## src/rtl/snn_decode_pkg.sv

```systemverilog
// Shared types and helpers for the network output decoder: result FSM states
// and the saturating threshold-bound function.
package snn_decode_pkg;

  typedef enum logic {
    EMPTY = 1'b0,
    FULL  = 1'b1
  } res_state_t;

  localparam longint SAT_FLOOR = 0;

  // Clamp a bound into [0, 2^width-1] so THRESHOLD+/-HYST never wraps.
  function automatic longint sat_bound(input longint value, input int width);
    longint max_v;
    max_v = (longint'(1) << width) - 1;
    if (value < SAT_FLOOR) return SAT_FLOOR;
    if (value > max_v) return max_v;
    return value;
  endfunction

endpackage

```

## src/rtl/window_accumulator.sv

```systemverilog
// Sums 2^WINDOW_LOG2 accepted samples; strobes last on the final sample and
// exposes the completed sum combinationally so no sample is lost at the boundary.
module window_accumulator #(
  parameter int INT_WIDTH   = 8,
  parameter int WINDOW_LOG2 = 2
) (
  input  logic                             clk,
  input  logic                             rst,
  input  logic                             in_valid,
  input  logic [INT_WIDTH-1:0]             in_value,
  output logic                             last,
  output logic [INT_WIDTH+WINDOW_LOG2-1:0] sum
);

  localparam int ACC_W = INT_WIDTH + WINDOW_LOG2;

  logic [ACC_W-1:0]       acc_q, acc_d;
  logic [WINDOW_LOG2-1:0] cnt_q, cnt_d;

  always_comb begin
    sum   = acc_q + ACC_W'(in_value);
    last  = in_valid && (cnt_q == '1);
    acc_d = acc_q;
    cnt_d = cnt_q;
    if (in_valid) begin
      cnt_d = cnt_q + WINDOW_LOG2'(1);
      // The final sample closes the window and restarts from zero on the same edge.
      acc_d = last ? '0 : sum;
    end
  end

  always_ff @(posedge clk or posedge rst) begin
    if (rst) begin
      acc_q <= '0;
      cnt_q <= '0;
    end else begin
      acc_q <= acc_d;
      cnt_q <= cnt_d;
    end
  end

endmodule

```

## src/rtl/network_output_decoder.sv

```systemverilog
// Averages network output integers over a window and emits mean plus a binary
// decision through a one-entry result buffer. Optional hysteresis: DECODER_HYST_EN.
module network_output_decoder
  import snn_decode_pkg::*;
#(
  parameter int INT_WIDTH   = 8,
  parameter int WINDOW_LOG2 = 2,
  parameter int THRESHOLD   = ((1 << INT_WIDTH) - 1) / 2,
  parameter int HYST        = 16
) (
  input  logic                 clk,
  input  logic                 rst,
  input  logic                 in_valid,
  input  logic [INT_WIDTH-1:0] in_value,
  output logic                 out_valid,
  input  logic                 out_ready,
  output logic [INT_WIDTH-1:0] out_mean,
  output logic                 out_bit,
  output logic                 overrun
);

  localparam int ACC_W = INT_WIDTH + WINDOW_LOG2;

  logic             win_last;
  logic [ACC_W-1:0] win_sum;

  window_accumulator #(
    .INT_WIDTH  (INT_WIDTH),
    .WINDOW_LOG2(WINDOW_LOG2)
  ) u_window_accumulator (
    .clk     (clk),
    .rst     (rst),
    .in_valid(in_valid),
    .in_value(in_value),
    .last    (win_last),
    .sum     (win_sum)
  );

  res_state_t           state_q, state_d;
  logic [INT_WIDTH-1:0] mean_q, mean_d;
  logic                 bit_q, bit_d;
  logic                 overrun_q, overrun_d;
  logic [INT_WIDTH-1:0] mean_new;
  logic                 bit_new;

  assign mean_new = win_sum[ACC_W-1:WINDOW_LOG2];

`ifdef DECODER_HYST_EN
  localparam logic [INT_WIDTH-1:0] HI_C =
    INT_WIDTH'(sat_bound(longint'(THRESHOLD) + longint'(HYST), INT_WIDTH));
  localparam logic [INT_WIDTH-1:0] LO_C =
    INT_WIDTH'(sat_bound(longint'(THRESHOLD) - longint'(HYST), INT_WIDTH));

  always_comb begin
    bit_new = bit_q;
    if (mean_new > HI_C) bit_new = 1'b1;
    else if (mean_new < LO_C) bit_new = 1'b0;
  end
`else
  localparam logic [INT_WIDTH-1:0] THR_C =
    INT_WIDTH'(sat_bound(longint'(THRESHOLD), INT_WIDTH));

  always_comb begin
    bit_new = (mean_new > THR_C);
  end
`endif

  always_comb begin
    state_d   = state_q;
    mean_d    = mean_q;
    bit_d     = bit_q;
    overrun_d = overrun_q;
    unique case (state_q)
      EMPTY: if (win_last) state_d = FULL;
      FULL: begin
        if (!win_last && out_ready) state_d = EMPTY;
        // A new window landing on an unconsumed result replaces it.
        if (win_last && !out_ready) overrun_d = 1'b1;
      end
      default: state_d = EMPTY;
    endcase
    if (win_last) begin
      mean_d = mean_new;
      bit_d  = bit_new;
    end
  end

  always_ff @(posedge clk or posedge rst) begin
    if (rst) begin
      state_q   <= EMPTY;
      mean_q    <= '0;
      bit_q     <= 1'b0;
      overrun_q <= 1'b0;
    end else begin
      state_q   <= state_d;
      mean_q    <= mean_d;
      bit_q     <= bit_d;
      overrun_q <= overrun_d;
    end
  end

  assign out_valid = (state_q == FULL);
  assign out_mean  = mean_q;
  assign out_bit   = bit_q;
  assign overrun   = overrun_q;

endmodule

```

## config.mk

```make
export PLATFORM = sky130hd
export DESIGN_NAME = network_output_decoder
export DESIGN_NICKNAME = d
export VERILOG_FILES = /design/src/rtl/snn_decode_pkg.sv /design/src/rtl/window_accumulator.sv /design/src/rtl/network_output_decoder.sv
export SDC_FILE = /design/constraint.sdc
export NUM_CORES = 1
export LEC_CHECK = 0
export BUFFER_PORTS_ARGS = -buffer_cell sky130_fd_sc_hd__buf_4
export CAP_MARGIN = 30
export CORE_ASPECT_RATIO = 2
export CORE_MARGIN = 10
export CORE_UTILIZATION = 47
export DETAILED_ROUTE_END_ITERATION = 10
export GPL_ROUTABILITY_DRIVEN = 0
export PLACE_DENSITY = 0.66
export SYNTH_ARGS = -nofsm -noshare
export SYNTH_HDL_FRONTEND = slang
export SYNTH_SLANG_ARGS = --single-unit
```

## constraint.sdc

```tcl
create_clock -name clk -period 2.05 [get_ports clk]
set_input_delay 0.41 -clock clk [delete_from_list [all_inputs] [get_ports clk]]
set_output_delay 0.41 -clock clk [all_outputs]
set_load 0.1 [all_outputs]
```

==> flow_summary.toml <==
[critical_path]
rr_startpoint = "u_window_accumulator.acc_q[0]$_DFFE_PP0P_"
cp.required_ps = 2200
ff2ff_path_depth = 7
critPathMaxFanout = 3
reg2reg_slack_ps = 60
arrival_ps = 2150
endpoint_kind = "register"
critPathLaunchType = "register"
r2r-end = "out_mean[6]$_DFFE_PP0P_"
worstSetupPathType = "reg2reg"

[placement]
pre_cts_slack_ps = -166
portBuffers = 22
post-dp-hpwl_um = 2060
dp_cells = 166

[synth]
ys_ff_latch = 23
synth_edf_count = 0
synth.avg_cell_area_um2 = 10.6
yosys_warnings = 0
synth-async-reset-ratio = 1.00
syn_nets = 138
synth_top_area_cell = "dfrtp_1"
syn_area_um2 = 1230
netlist_instances = 116
netlist_top_cells_area = "dfrtp_1, ha_1, o22ai_1"
netlist.area_leader.share = 0.469
synthFlopType = "dfrtp_1"
synth_cell_type_count = 29
ys_seq_area_frac = 0.469

[clock_network]
path_clk_slew_ps = 80
root_buffer = "clkbuf_8"
htree_num_levels = 1
cts.sinks = 23
cts_tree = "built"
hold_buffers = 0
clock_path_buffers = 2
cts_buffers = 3
insertion_delay_ps = 260

[floorplanning]
die_h_um = 92.3
start_util = 0.484
die-area_um2 = 5180
core_um2 = 2540
row_count = 26
chipWidth_um = 56.1
boundaryPins = 23

[route]
ant_nets = 0
drt_iter0_drc = 8
drc = 0
route.vias.total = 936
drt_wl_total_um = 2590
viasPerCell = 5.47
drtPass1Iterations = 4
wl_per_cell_um = 15.2

[finish]
nets = 166
final-instance-count-excl-fill = 171
diodes = 0
post-route-util = 0.597
drive_gt1_frac = 0.301
syn_to_final_growth_pct = 23.4

[timing]
fmax_mhz = 502
drv_slew = 0
rsz0062_at_grt = "yes"
slew_headroom = 0.771
tightest_slew_ps = 343
post-route-period-util = 0.971
period_minus_slack_ps = 1990
skew_ps = 1.35
hold_viol = 0
fin_ws_ps = 58.7
setup_violations = 0

[run_status]
status = "completed"

[worst_hold_path]
hp-class = "in2async"

[global_routing]
overflow = 0
grt_max_degree = 24
grt_pass1_wl_um = 4560
grt_usage = 0.104
antenna_found_initial = 0
grt_pass1_vias = 1043

[job]
drv_cap = 0
==> worst max-delay path, cell delays in order, from the launching register on <==
cell and delay [ps]:
dfrtp_1 410, ha_4 180, fa_2 420, a211oi_2 270, nor3_1 100, a211oi_2 230
xnor2_1 180, o21ai_1 90
==> state kept, by name, summed over array words and instances (netlist names) <==
register,count
out_valid,1
u_window_accumulator.cnt_q,2
out_bit,1
u_window_accumulator.acc_q,10
out_mean,8
overrun,1
==> cells in the mapped netlist, types with 2 or more instances <==
cell / n
a211oi_2: 3
inv_1: 10
o211ai_1: 2
a21o_1: 3
o22ai_1: 8
o21bai_1: 2
ha_1: 9
a21oi_1: 5
dfrtp_1: 23
nand2b_1: 3
mux2_2: 3
o21ai_0: 7
xnor2_1: 4
clkbuf_1: 4
xor2_1: 5
nand2_1: 12
==> cells in the final DEF (no fill, tap or decap), types with 4 or more instances in the layout <==
cell,synthesis,routed
o22ai_1,8,8
buf_4,0,27
xnor2_1,4,4
inv_1,10,10
ha_1,9,8
a21oi_1,5,4
dfrtp_1,23,23
nand2_1,12,12
xor2_1,5,5
o21ai_0,7,6
==> cells by family after synthesis <==
family,share of synthesized area
multiplexers,0.0275
XOR/XNOR,0.0642
buffers and inverters,0.0428
AND/OR/NAND/NOR,0.0826
adder cells (fa/ha/maj),0.108
AO/OA/AOI/OAI,0.206
flip-flops,0.469
==> how the worst max path moves through the flow <==
stage	start	to	slack [ps]	cells after the start
final	u_window_accumulator.acc_q[0]$_DFFE_PP0P_	out_mean[6]$_DFFE_PP0P_	60	7
after global routing	u_window_accumulator.acc_q[0]$_DFFE_PP0P_	out_mean[6]$_DFFE_PP0P_	-50	7
after CTS	u_window_accumulator.acc_q[0]$_DFFE_PP0P_	out_mean[6]$_DFFE_PP0P_	50	7
after detailed placement	in_value[0]	out_mean[6]$_DFFE_PP0P_	-170	8
after global placement	in_value[0]	out_mean[6]$_DFFE_PP0P_	-100	8
after floorplan	in_value[0]	u_window_accumulator.acc_q[8]$_DFFE_PP0P_	90	7
==> per-stage QoR <==
step / instance area (µm²) / setup TNS [ps] / hold WS, ps
3_5_place_dp: 1440 / -470 / 461
6_report: 1520 / 0 / 183
2_1_floorplan: 1230 / 0 / 412
4_1_cts: 1490 / 0 / 191
5_1_grt: 1520 / -135 / 208
3_3_place_gp: 1440 / -297 / 458
==> timing repair <==
action,CTS,global route
gates resized for setup,1,4
buffers inserted,0,1
pin swaps,0,7
endpoints found under the setup margin,2,4
==> per-layer routing <==
metal / track usage / vias to the layer above / routed length, µm
li1: - / 465 / -
met1: 0.0969 / 451 / 980
met2: 0.199 / 16 / 1470
met3: 0.0373 / 4 / 120
met4: 0.0363 / 0 / 27
met5: 0 / - / 0
==> cell type report <==
cell class	count	area, µm²
Clock buffer	3	41.3
Clock inverter	1	5.00
Fill cell	239	1020
Inverter	10	37.5
Multi-Input combinational cell	79	618
Sequential cell	23	576
Tap cell	28	35.0
Timing Repair Buffer	27	203
Power is not shown: default switching activity piles up to over one toggle a cycle in this logic, so the estimate is an artifact.
